$ cat config.mk
export PLATFORM = sky130hd
export DESIGN_NAME = pwm_ramp_controller
export DESIGN_NICKNAME = d
export VERILOG_FILES = /design/src/rtl/pwm_pkg.sv /design/src/rtl/pwm_ramp_controller_period_counter.sv /design/src/rtl/pwm_ramp_controller.sv
export SDC_FILE = /design/constraint.sdc
export NUM_CORES = 1
export LEC_CHECK = 0
export ABC_AREA = 1
export CELL_PAD_IN_SITES_DETAIL_PLACEMENT = 2
export CELL_PAD_IN_SITES_GLOBAL_PLACEMENT = 2
export CORE_MARGIN = 2
export CORE_UTILIZATION = 34
export CTS_CLUSTER_DIAMETER = 80
export DETAILED_ROUTE_END_ITERATION = 6
export GPL_ROUTABILITY_DRIVEN = 0
export PLACE_DENSITY_LB_ADDON = 0.1
export SETUP_SLACK_MARGIN = 0.1
export SYNTH_ARGS = -nofsm -noshare
export SYNTH_HDL_FRONTEND = slang
export SYNTH_SLANG_ARGS = --single-unit
$ cat constraint.sdc
create_clock -name clk -period 4.6 [get_ports clk]
set_clock_uncertainty 0.15 [all_clocks]
set_input_delay 0.69 -clock clk [delete_from_list [all_inputs] [get_ports clk]]
set_output_delay 0.69 -clock clk [all_outputs]
set_load 0.02 [all_outputs]
$ cat src/rtl/pwm_pkg.sv
// rtl/pwm_pkg.sv - shared state type, default width and duty stepping helper for the PWM ramp controller
//
// Contents:
//   ramp_state_t - controller state (IDLE, RAMP_UP, RAMP_DOWN), 2-bit encoding
//   DEFAULT_N    - default duty/period counter width
//   CLAMP_W      - working width of clamp_step (callers zero-extend into it)
//   clamp_step   - next duty one bounded step from cur toward tgt
package pwm_pkg;

    typedef enum logic [1:0] {
        IDLE      = 2'd0,
        RAMP_UP   = 2'd1,
        RAMP_DOWN = 2'd2
    } ramp_state_t;

    localparam int DEFAULT_N = 3;
    localparam int CLAMP_W   = 16;

    // The distance is taken one bit wider than the operands so it can never
    // wrap; when the remaining distance is not larger than the step, the
    // result lands exactly on the target instead of overshooting it.
    function automatic logic [CLAMP_W-1:0] clamp_step(
        input logic [CLAMP_W-1:0] cur,
        input logic [CLAMP_W-1:0] tgt,
        input logic [CLAMP_W-1:0] step
    );
        logic [CLAMP_W:0]   diff;
        logic [CLAMP_W-1:0] nxt;
        if (tgt >= cur) begin
            diff = {1'b0, tgt} - {1'b0, cur};
            nxt  = (diff > {1'b0, step}) ? cur + step : tgt;
        end else begin
            diff = {1'b0, cur} - {1'b0, tgt};
            nxt  = (diff > {1'b0, step}) ? cur - step : tgt;
        end
        return nxt;
    endfunction

endpackage

$ cat src/rtl/pwm_ramp_controller_period_counter.sv
// rtl/pwm_ramp_controller_period_counter.sv - free-running PWM period counter with boundary and period-start flags
//
// Module pwm_period_counter, reusable for aligning other PWM channels.
// Ports:
//   clk          in   system clock, rising edge
//   reset        in   asynchronous, active-high reset
//   enable       in   1 = count, 0 = hold
//   cnt          out  N-bit period position, wraps 2**N-1 -> 0
//   boundary     out  enable && cnt == 2**N-1 (last clock of a period)
//   period_start out  enable && cnt == 0 (first clock of a period)
module pwm_period_counter #(
    parameter int N = 3
) (
    input  logic         clk,
    input  logic         reset,
    input  logic         enable,
    output logic [N-1:0] cnt,
    output logic         boundary,
    output logic         period_start
);

    always_ff @(posedge clk or posedge reset) begin
        if (reset) begin
            cnt <= '0;
        end else if (enable) begin
            cnt <= cnt + N'(1);
        end
    end

    assign boundary     = enable && (cnt == {N{1'b1}});
    assign period_start = enable && (cnt == '0);

endmodule

$ cat src/rtl/pwm_ramp_controller.sv
// rtl/pwm_ramp_controller.sv - ramps the PWM duty toward an accepted target in bounded, period-aligned steps
//
// Ports:
//   clk          in   system clock, rising edge
//   reset        in   asynchronous, active-high reset
//   enable       in   1 = period counter runs and ramp may advance, 0 = freeze
//   target_duty  in   N-bit requested duty, sampled on handshake
//   target_valid in   target_duty is valid
//   target_ready out  controller can accept a target (IDLE only)
//   duty_cycle   out  registered duty for the PWM generator
//   period_start out  enable && period counter == 0
//   busy         out  ramp in progress
//   done         out  one-cycle pulse once duty_cycle equals the accepted target
module pwm_ramp_controller
    import pwm_pkg::*;
#(
    parameter int N            = DEFAULT_N,
    parameter int STEP         = 1,
    parameter int STEP_PERIODS = 2
) (
    input  logic         clk,
    input  logic         reset,
    input  logic         enable,
    input  logic [N-1:0] target_duty,
    input  logic         target_valid,
    output logic         target_ready,
    output logic [N-1:0] duty_cycle,
    output logic         period_start,
    output logic         busy,
    output logic         done
);

    localparam int              SC_W      = (STEP_PERIODS > 1) ? $clog2(STEP_PERIODS) : 1;
    localparam logic [SC_W-1:0] STEP_LAST = SC_W'(STEP_PERIODS - 1);

    ramp_state_t     state, state_n;
    logic [N-1:0]    target_q, target_n;
    logic [N-1:0]    duty_n;
    logic [N-1:0]    stepped;
    logic [SC_W-1:0] step_cnt, step_n;
    logic            done_n;
    logic            boundary;
    // Only boundary/period_start are needed here; the raw count is left for
    // other channels that share the same counter module.
    logic [N-1:0]    cnt_unused;

    pwm_period_counter #(
        .N(N)
    ) u_period (
        .clk          (clk),
        .reset        (reset),
        .enable       (enable),
        .cnt          (cnt_unused),
        .boundary     (boundary),
        .period_start (period_start)
    );

    assign stepped = N'(clamp_step(CLAMP_W'(duty_cycle), CLAMP_W'(target_q), CLAMP_W'(STEP)));

    always_comb begin
        state_n  = state;
        target_n = target_q;
        duty_n   = duty_cycle;
        step_n   = step_cnt;
        done_n   = 1'b0;
        case (state)
            IDLE: begin
                // Acceptance never touches duty_cycle, so a running period
                // keeps its duty; the ramp only moves on later boundaries.
                if (target_valid) begin
                    target_n = target_duty;
                    step_n   = '0;
                    if (target_duty == duty_cycle) begin
                        done_n = 1'b1;
                    end else if (target_duty > duty_cycle) begin
                        state_n = RAMP_UP;
                    end else begin
                        state_n = RAMP_DOWN;
                    end
                end
            end
            RAMP_UP, RAMP_DOWN: begin
                if (boundary) begin
                    if (step_cnt == STEP_LAST) begin
                        step_n = '0;
                        duty_n = stepped;
                        if (stepped == target_q) begin
                            state_n = IDLE;
                            done_n  = 1'b1;
                        end
                    end else begin
                        step_n = step_cnt + SC_W'(1);
                    end
                end
            end
            default: begin
                state_n = IDLE;
            end
        endcase
    end

    always_ff @(posedge clk or posedge reset) begin
        if (reset) begin
            state      <= IDLE;
            target_q   <= '0;
            duty_cycle <= '0;
            step_cnt   <= '0;
            done       <= 1'b0;
        end else begin
            state      <= state_n;
            target_q   <= target_n;
            duty_cycle <= duty_n;
            step_cnt   <= step_n;
            done       <= done_n;
        end
    end

    assign target_ready = (state == IDLE);
    assign busy         = (state == RAMP_UP) || (state == RAMP_DOWN);

endmodule

-- Word level (Yosys, flattened, before mapping)
Cells that the tools add are included.
- flip-flop bits (word level): 13
- output and inout bits: 7
- $add $sub $neg: 6
- order comparisons: 4
- equal/unequal tests: 10
- mux-type cells: 20
- reductions and logical operators: 11
- operator list (operator ; number):
    $gt 17x1->1 const B ; 2
    $mux 2 ; 6
    $ne 2x2->1 const B ; 5
    $mux 3 ; 3
    $mux 1 ; 8
    $sub 3x3->4 ; 2
    $add 3x1->3 const B ; 2
    $eq 3x3->1 ; 2
    $reduce_and 3->1 ; 2
    $reduce_and 5->1 ; 1
    $pmux 1 s2 ; 2
    $pmux 2 s2 ; 1
    $eq 3x3->1 const B ; 1
    $ge 3x3->1 ; 1
    $gt 3x3->1 ; 1
    $logic_not 3->1 ; 1
    $sub 3x1->3 const B ; 1
    $eq 2x1->1 const B ; 1
    $eq 2x2->1 const B ; 1
    $logic_and 1x1->1 ; 2
    $logic_not 2->1 ; 1
    $reduce_and 2->1 ; 1
    $reduce_bool 2->1 ; 1
    $reduce_or 2->1 ; 1
    2 further kinds ; 2

-- Depth between registers and ports, before layout
- depth after elaboration: 9
- gate-level depth with buffers: 18

-- By module
From an unflattened synthesis, not the netlist that was laid out.
- cell total of the unflattened synthesis: 172
- area total of the unflattened synthesis: 1271.2 sq um
- modules (own cells, without submodules) (module ; times used ; cells each ; area an instance (sq um) ; seq. area each (sq um)):
    pwm_ramp_controller ; 1 ; 149 ; 1094.8 ; 250.2
    pwm_period_counter ; 1 ; 23 ; 176.4 ; 75.1

-- Worst setup path after synthesis
Ideal clock, no wire load.
- path type: reg-to-reg
- start: reg duty_cycle[0]
- end: reg state[0]
- arrival: 2545 ps
- required time: 4334 ps
- setup slack: 1788 ps
- cell stages (with the launch flop): 17
- period minus slack after synthesis: 2812 ps
- path through: dfrtp_1 -> ha_1 -> fa_1 -> inv_1 -> fa_1 -> nor2_1 -> nand2_2 -> nand2_1 -> nand3_1 -> nand2_1 -> nand2_1 -> nand2_2 -> nand3_2 -> nand2_2 -> nand2_2 -> nand2_1 -> nand2_1
- cells in the longest elaborated chain, start to end: 7
- elaborated cells on any way between the ends: 20
- those cells by class: add/sub (4); order compare (4); eq/ne (4); mux (7); reduce/logical (1)
- RTL lines (element ; RTL line ; RTL):
    from (decl) ; pwm_ramp_controller.sv:27 ; output logic [N-1:0] duty_cycle,
    from (signal assigned) ; pwm_ramp_controller.sv:112 ; duty_cycle <= duty_n;
    $sub 3x3->4, on equally long branches ; pwm_pkg.sv:33, pwm_pkg.sv:30 ;
    $gt 17x1->1, on equally long branches ; pwm_pkg.sv:34, pwm_pkg.sv:31 ;
    $mux 3, on equally long branches ; pwm_pkg.sv:34, pwm_pkg.sv:31 ;
    $mux 3 ; pwm_pkg.sv:29 ; if (tgt >= cur) begin
    $eq 3x3->1 ; pwm_ramp_controller.sv:87 ; if (stepped == target_q) begin
    $ne 2x2->1 (no line) ; n/a ;
    $reduce_and 5->1 (no line) ; n/a ;
    to (signal assigned) ; pwm_ramp_controller.sv:110 ; state <= state_n;
    to (decl) ; pwm_ramp_controller.sv:36 ; ramp_state_t state, state_n;
Parallel ways exist; a longest one is shown, timed or not. The select of a mux whose other input is x is not followed.
A chain may end at the register's enable or synchronous reset.

-- Worst setup path after layout
- start: reg duty_cycle[0]
- end: reg state[1]
Same word-level chain as after synthesis.

==> reports/qor.yml <==
timing:
  hold_violations: 0
  rsz0062_at_grt: "no"
  fin_tns_setup_ps: 0
  setup_viol: 0
  worst_slew_pin_slew_ps: 756
  relSlewSlack: 0.492
  slew_viol_final: 0
  finalCritPeriodShare: 0.676
  fmax_mhz: 321
  finalCriticalPeriod_ps: 3110
setup_path:
  cp.buffers_inverters: 1
  max_stage_delay_ps: 500
  critPathTopFamily: "simple AND/OR/NAND/NOR gates"
  reg2reg_slack_ps: 1490
  worstPathCellList: "ha_1 > fa_1 > inv_1 > fa_1 > nor2_1 > nand2_2 > nand2_1 > nand3_1 > nand2_1 > nand2_1 > nand2_2 > nand3_2 > nand2_2 > nand2_2 > nand2_1 > nand2_1"
  r2r_start: "duty_cycle[0]"
  cp-start-kind: "register"
  r2r_cells: 16
  end_kind: "register"
  cp_common_cell: "nand2_1"
  cp_slowest_cell: "dfrtp_1"
  cp.arrival_ps: 3140
  r2r_end: "state[1]"
  critPathRequiredTime_ps: 4630
  cp_max_fo: 7
  critPathKind: "reg -> reg"
synth:
  ys_top_cells_by_count: "nand2_1, nand3_1, inv_1, ha_1, dfrtp_1"
  syn_avg_cell_area_um2: 7.52
  yosysTopAreaCellShare: 0.269
  synth-main-ff-cell: "dfrtp_1"
  synth-seq-cells: 13
  synth_area_leaders: "dfrtp_1, ha_1, nand2_1"
  syn_nets: 187
  synth_top_cell_by_area: "dfrtp_1"
  yosysWarnings: 0
  synth_edf_count: 0
  syn_inst: 161
  ys_seq_area_frac: 0.269
  syn_area_um2: 1210
  yosysMostFrequentCell: "nand2_1"
  synth_cell_types: 21
  synthArstFlopShare: 1.00
floorplan:
  start_util: 0.357
  chipWidth_um: 63.7
  die_y_um: 63.7
  pin_count: 14
  die_area_um2: 4060
  fp.coreArea_um2: 3390
  num_rows: 21
placed_design:
  port_buffers: 13
  place_hpwl_um: 2840
routing:
  drt_first_pass_iters: 4
  num_vias: 1125
  avgRoutedWirePerCell_um: 14.9
  vias_per_cell: 5.02
  wirelength_um: 3330
  drtIter0Drc: 45
  drc_errors: 0
  ant_nets: 0
cts:
  clkTransAtPathRegs_ps: 90
  cts_made_buffers: 3
  cts_resized: 0
  cts-root-buf: "clkbuf_4"
  cts_max_level: 1
  cts_tree: "yes"
  cts_buffer_depth: 2
  post_cts_buffers: 0
  insertion_delay_ps: 290
  holdBufCountCts: 0
  cts.sinks: 13
hold_path:
  min_to: "u_period.cnt[0]"
  hold_depth: 1
  min_from: "u_period.cnt[0]"
  hold_class: "reg -> reg"
layout:
  nNetsFinal: 205
  register_area_um2: 325
  multi_input_area_um2: 788
  antenna_cells: 0
  synthToLayoutAreaGrowth_pct: 17.8
  finish.utilization: 0.421
  n_fill_cell: 396
  drive_gt1_frac: 0.101
job:
  drv_cap: 0
global_routing:
  grt_pass1_wl_um: 6070
  grt_pass1_vias: 1243
  grt_start_max_net_pins: 14
  grt_overflow: 0
  antenna_found_initial: 0
  grt_usage: 0.193
run_status:
  status: "complete, no violations"
routing by layer:
layer | GRT usage | vias up | wire length [um]
met5 | 0 | - | 0
met4 | 0.0652 | 0 | 50
met3 | 0.0214 | 5 | 50
met2 | 0.363 | 11 | 1740
met1 | 0.223 | 553 | 1490
li1 | - | 556 | -
layout make-up:
class                           instances  share of cell area
Clock buffer                            3              0.0158
Clock inverter                          1             0.00351
Tap cell                               46              0.0404
Multi-Input combinational cell        122               0.553
Sequential cell                        13               0.228
Timing Repair Buffer                   13              0.0912
Inverter                               26              0.0684
sequential cells by signal, indices dropped and copies added, names as in the netlist:
name          count
done              1
duty_cycle        3
state             2
step_cnt          1
target_q          3
u_period.cnt      3
cells in the final DEF (no fill, tap or decap):
master	n
nand2_2	7
nand3b_1	1
nand3_1	26
a21oi_1	8
ha_1	16
clkbuf_4	3
nand3_2	2
clkinv_2	1
nor2_1	7
fa_1	3
nor2_4	1
dfrtp_1	13
mux2_2	1
nand2_1	35
nor3_1	1
a31oi_1	1
o21ai_4	1
inv_1	25
nand4_1	1
nand2_4	1
xor2_1	3
o21ai_0	7
inv_2	1
clkdlybuf4s50_1	13
through the flow:
stage               setup WS (ps)  hold slack, ps  area (um2)  instances
floorplan                    1790             316        1210        161
global placement             1650             333        1400        220
detailed placement           1480             352        1400        220
CTS                          1480             366        1430        224
global route                 1260             380        1430        224
finish                       1490             363        1430        224
worst max-delay path by stage:
stage | from | end | slack [ps] | depth (start not counted)
floorplan | duty_cycle[0] | state[0] | 1790 | 16
global placement | duty_cycle[0] | state[0] | 1650 | 14
detailed placement | duty_cycle[0] | state[0] | 1480 | 16
CTS | duty_cycle[0] | state[0] | 1480 | 16
global route | duty_cycle[0] | state[0] | 1260 | 16
finish | duty_cycle[0] | state[1] | 1490 | 16
cells by family after synthesis:
kind of cell | Yosys count | synth area share
buffers and inverters | 26 | 0.0806
muxes | 1 | 0.00930
xor gates and xnor gates | 3 | 0.0217
adders and majority gates | 19 | 0.215
AOI/OAI and AO/OA | 17 | 0.0806
and+or+nand+nor | 82 | 0.324
DFF | 13 | 0.269
Power is not shown: default switching activity piles up to over one toggle a cycle in this logic, so the estimate is an artifact.
==> RTL edit, RTL diff (same settings) <==
Set the parameter `STEP_PERIODS` to 4 (it was 2).
--- a/src/rtl/pwm_ramp_controller.sv
+++ b/src/rtl/pwm_ramp_controller.sv
@@ -16,7 +16,7 @@
 #(
     parameter int N            = DEFAULT_N,
     parameter int STEP         = 1,
-    parameter int STEP_PERIODS = 2
+    parameter int STEP_PERIODS = 4
 ) (
     input  logic         clk,
     input  logic         reset,
Function: same outputs for any inputs over 10 cycles, from zero or initial values and one cycle with reset high; that may be too few to reach the edited logic, so the function may still have changed.
==> RTL edit against the original RTL <==
Global-route usage grew 0.16 points. Worst setup slack got worse by 91 ps. Die area rose by 3.1%. Routed wire length up 6.8%. Area after synthesis grew 3.3%. Non-clock buffer count unchanged. Maximum frequency decreased by 2.8%. Sequential cell count rose by 1. Final area up 4.9%. Via count rose by 3.6%. Highest routed layer unchanged.
==> RTL edit: results (changes against the original RTL) <==
metric;value;unit;change
synth_area_leaders;dfrtp_1 28%, ha_1 17%, nand2_1 13%;;was dfrtp_1 27%, ha_1 17%, nand2_1 11%
holdPathStages;2;;was 1
worstReg2RegEnd;state[1];;unchanged
h-tree-depth;1;;unchanged
synth.distinct_cells;18;;was 21
first_pass_iters;3;;was 4
hpwlAfterDp;2875;um;was 2841 um
worst-path-max-fanout;8;;was 7
cp_top_family;simple AND/OR/NAND/NOR gates;;unchanged
reg_top3;duty_cycle: 3 flops, target_q: 3 flops, u_period.cnt: 3 flops;;unchanged
drt_wl_total;3561;um;was 3334 um
hold_end;step_cnt[1];;was u_period.cnt[0]
r2r_cells;16;;unchanged
vias;1166;;was 1125
cts_root_buf;clkbuf_8;;was clkbuf_4
clk_latency;250;ps;was 290 ps
track_usage;19.45;%;was 19.29%
syn-num-nets;195;;was 187
drt_iter0_markers;26;;was 45
drv_slew;0;;unchanged
reg2reg_slack;1400;ps;was 1490 ps
yosysSeqAreaShare;28.00;%;was 26.86%
final_layout_size_suffix_gt1_share;9.189;%;was 10.11%
antenna_found_initial;0;;unchanged
min_path_type;register to register;;unchanged
status;finished clean;;unchanged
ys.flop_type;dfrtp_1;;unchanged
portBuffers;13;;unchanged
cp_slowest_stage_delay;480;ps;was 500 ps
hp-start;step_cnt[1];;was u_period.cnt[0]
post_cts_buffers;0;;unchanged
cts_buffers;3;;unchanged
grt_pass1_wl;6175;um;was 6065 um
nNetsFinal;213;;was 205
rr_startpoint;duty_cycle[0];;unchanged
yosys_warnings;0;;unchanged
leakagePower;0.0007727;uW;
slowest_stage;dfrtp_1;;unchanged
grt_max_degree;15;;was 14
postCtsResizedCells;0;;unchanged
synthArstFlopShare;100.0;%;unchanged
routedWlPerCell;15.28;um;was 14.88 um
synth_top_cells_by_count;44 x nand2_1, 25 x nand3_1, 24 x inv_1;;was 35 x nand2_1, 26 x nand3_1, 25 x inv_1
cts_max_path_buffers;2;;unchanged
critPathArrivalTime;3180;ps;was 3140 ps
syn_area_per_cell;7.448;sq um;was 7.523 sq um
cts.clk_slew.worst_paths;60;ps;was 90 ps
peakVddDrop;0.0002677;V;
grt_pass1_vias;1269;;was 1243
slew_headroom;63.29;%;was 49.22%
whs;362.3;ps;was 363.3 ps
detailed_place.area;0.001441;sq mm;was 0.001399 sq mm
==> RTL edit: area by class of cell <==
cell class,instances,area [sq um]
Inverter,25,93.84
Multi-Input combinational cell,129,807.0
Fill cell,415,2110
Tap cell,48,60.06
Sequential cell,14,350.3
Clock buffer,4,55.05
Timing Repair Buffer,13,130.1
==> RTL edit: metal layers <==
metal,share of wire (%),up-vias,track usage [%],wire [um]
met2,55,8,38.02,1976
met4,0.65,0,5.585,23
met5,0,-,0,0
met3,1.1,2,1.563,40
li1,-,574,-,-
met1,43,582,22.31,1521
==> RTL edit: worst max-delay path by stage <==
stage             startpoint  endpoint  slack (ps)  depth (start not counted)
2_1_floorplan  duty_cycle[0]  state[0]        1740                         16
4_1_cts          target_q[1]  state[1]        1410                         16
6_report       duty_cycle[0]  state[1]        1400                         16
3_3_place_gp   duty_cycle[0]  state[1]        1530                         16
3_5_place_dp   duty_cycle[0]  state[1]        1390                         16
5_1_grt          target_q[1]  state[0]        1160                         16
==> RTL edit: worst register-to-register path, stage by stage, from the launching register on <==
cell and delay, ps:
dfrtp_1 480, ha_1 280, fa_1 360, inv_1 70, fa_1 410, nor2_1 340
nand2_2 150, nand2_1 80, nand3_1 120, nand3_1 120, nand2_1 60, nor2_1 130
nand2_1 80, nand2_2 90, nand2_2 60, nand2_1 60, nand2_1 60
==> RTL edit: logic make-up after synthesis <==
family | Yosys count | synth area share [%]
compound gates | 17 | 7.801
xor+xnor | 3 | 2.100
fa+ha+maj | 20 | 21.80
buf+inv | 25 | 7.500
flops | 14 | 28.00
mux | 1 | 0.8999
simple gates | 88 | 31.90
==> RTL edit: where the power goes <==
part           switching (uW)  total [uW]  internal [uW]
registers                59.8         231            171
clock network            45.6         121           75.8
logic                     465         728            262
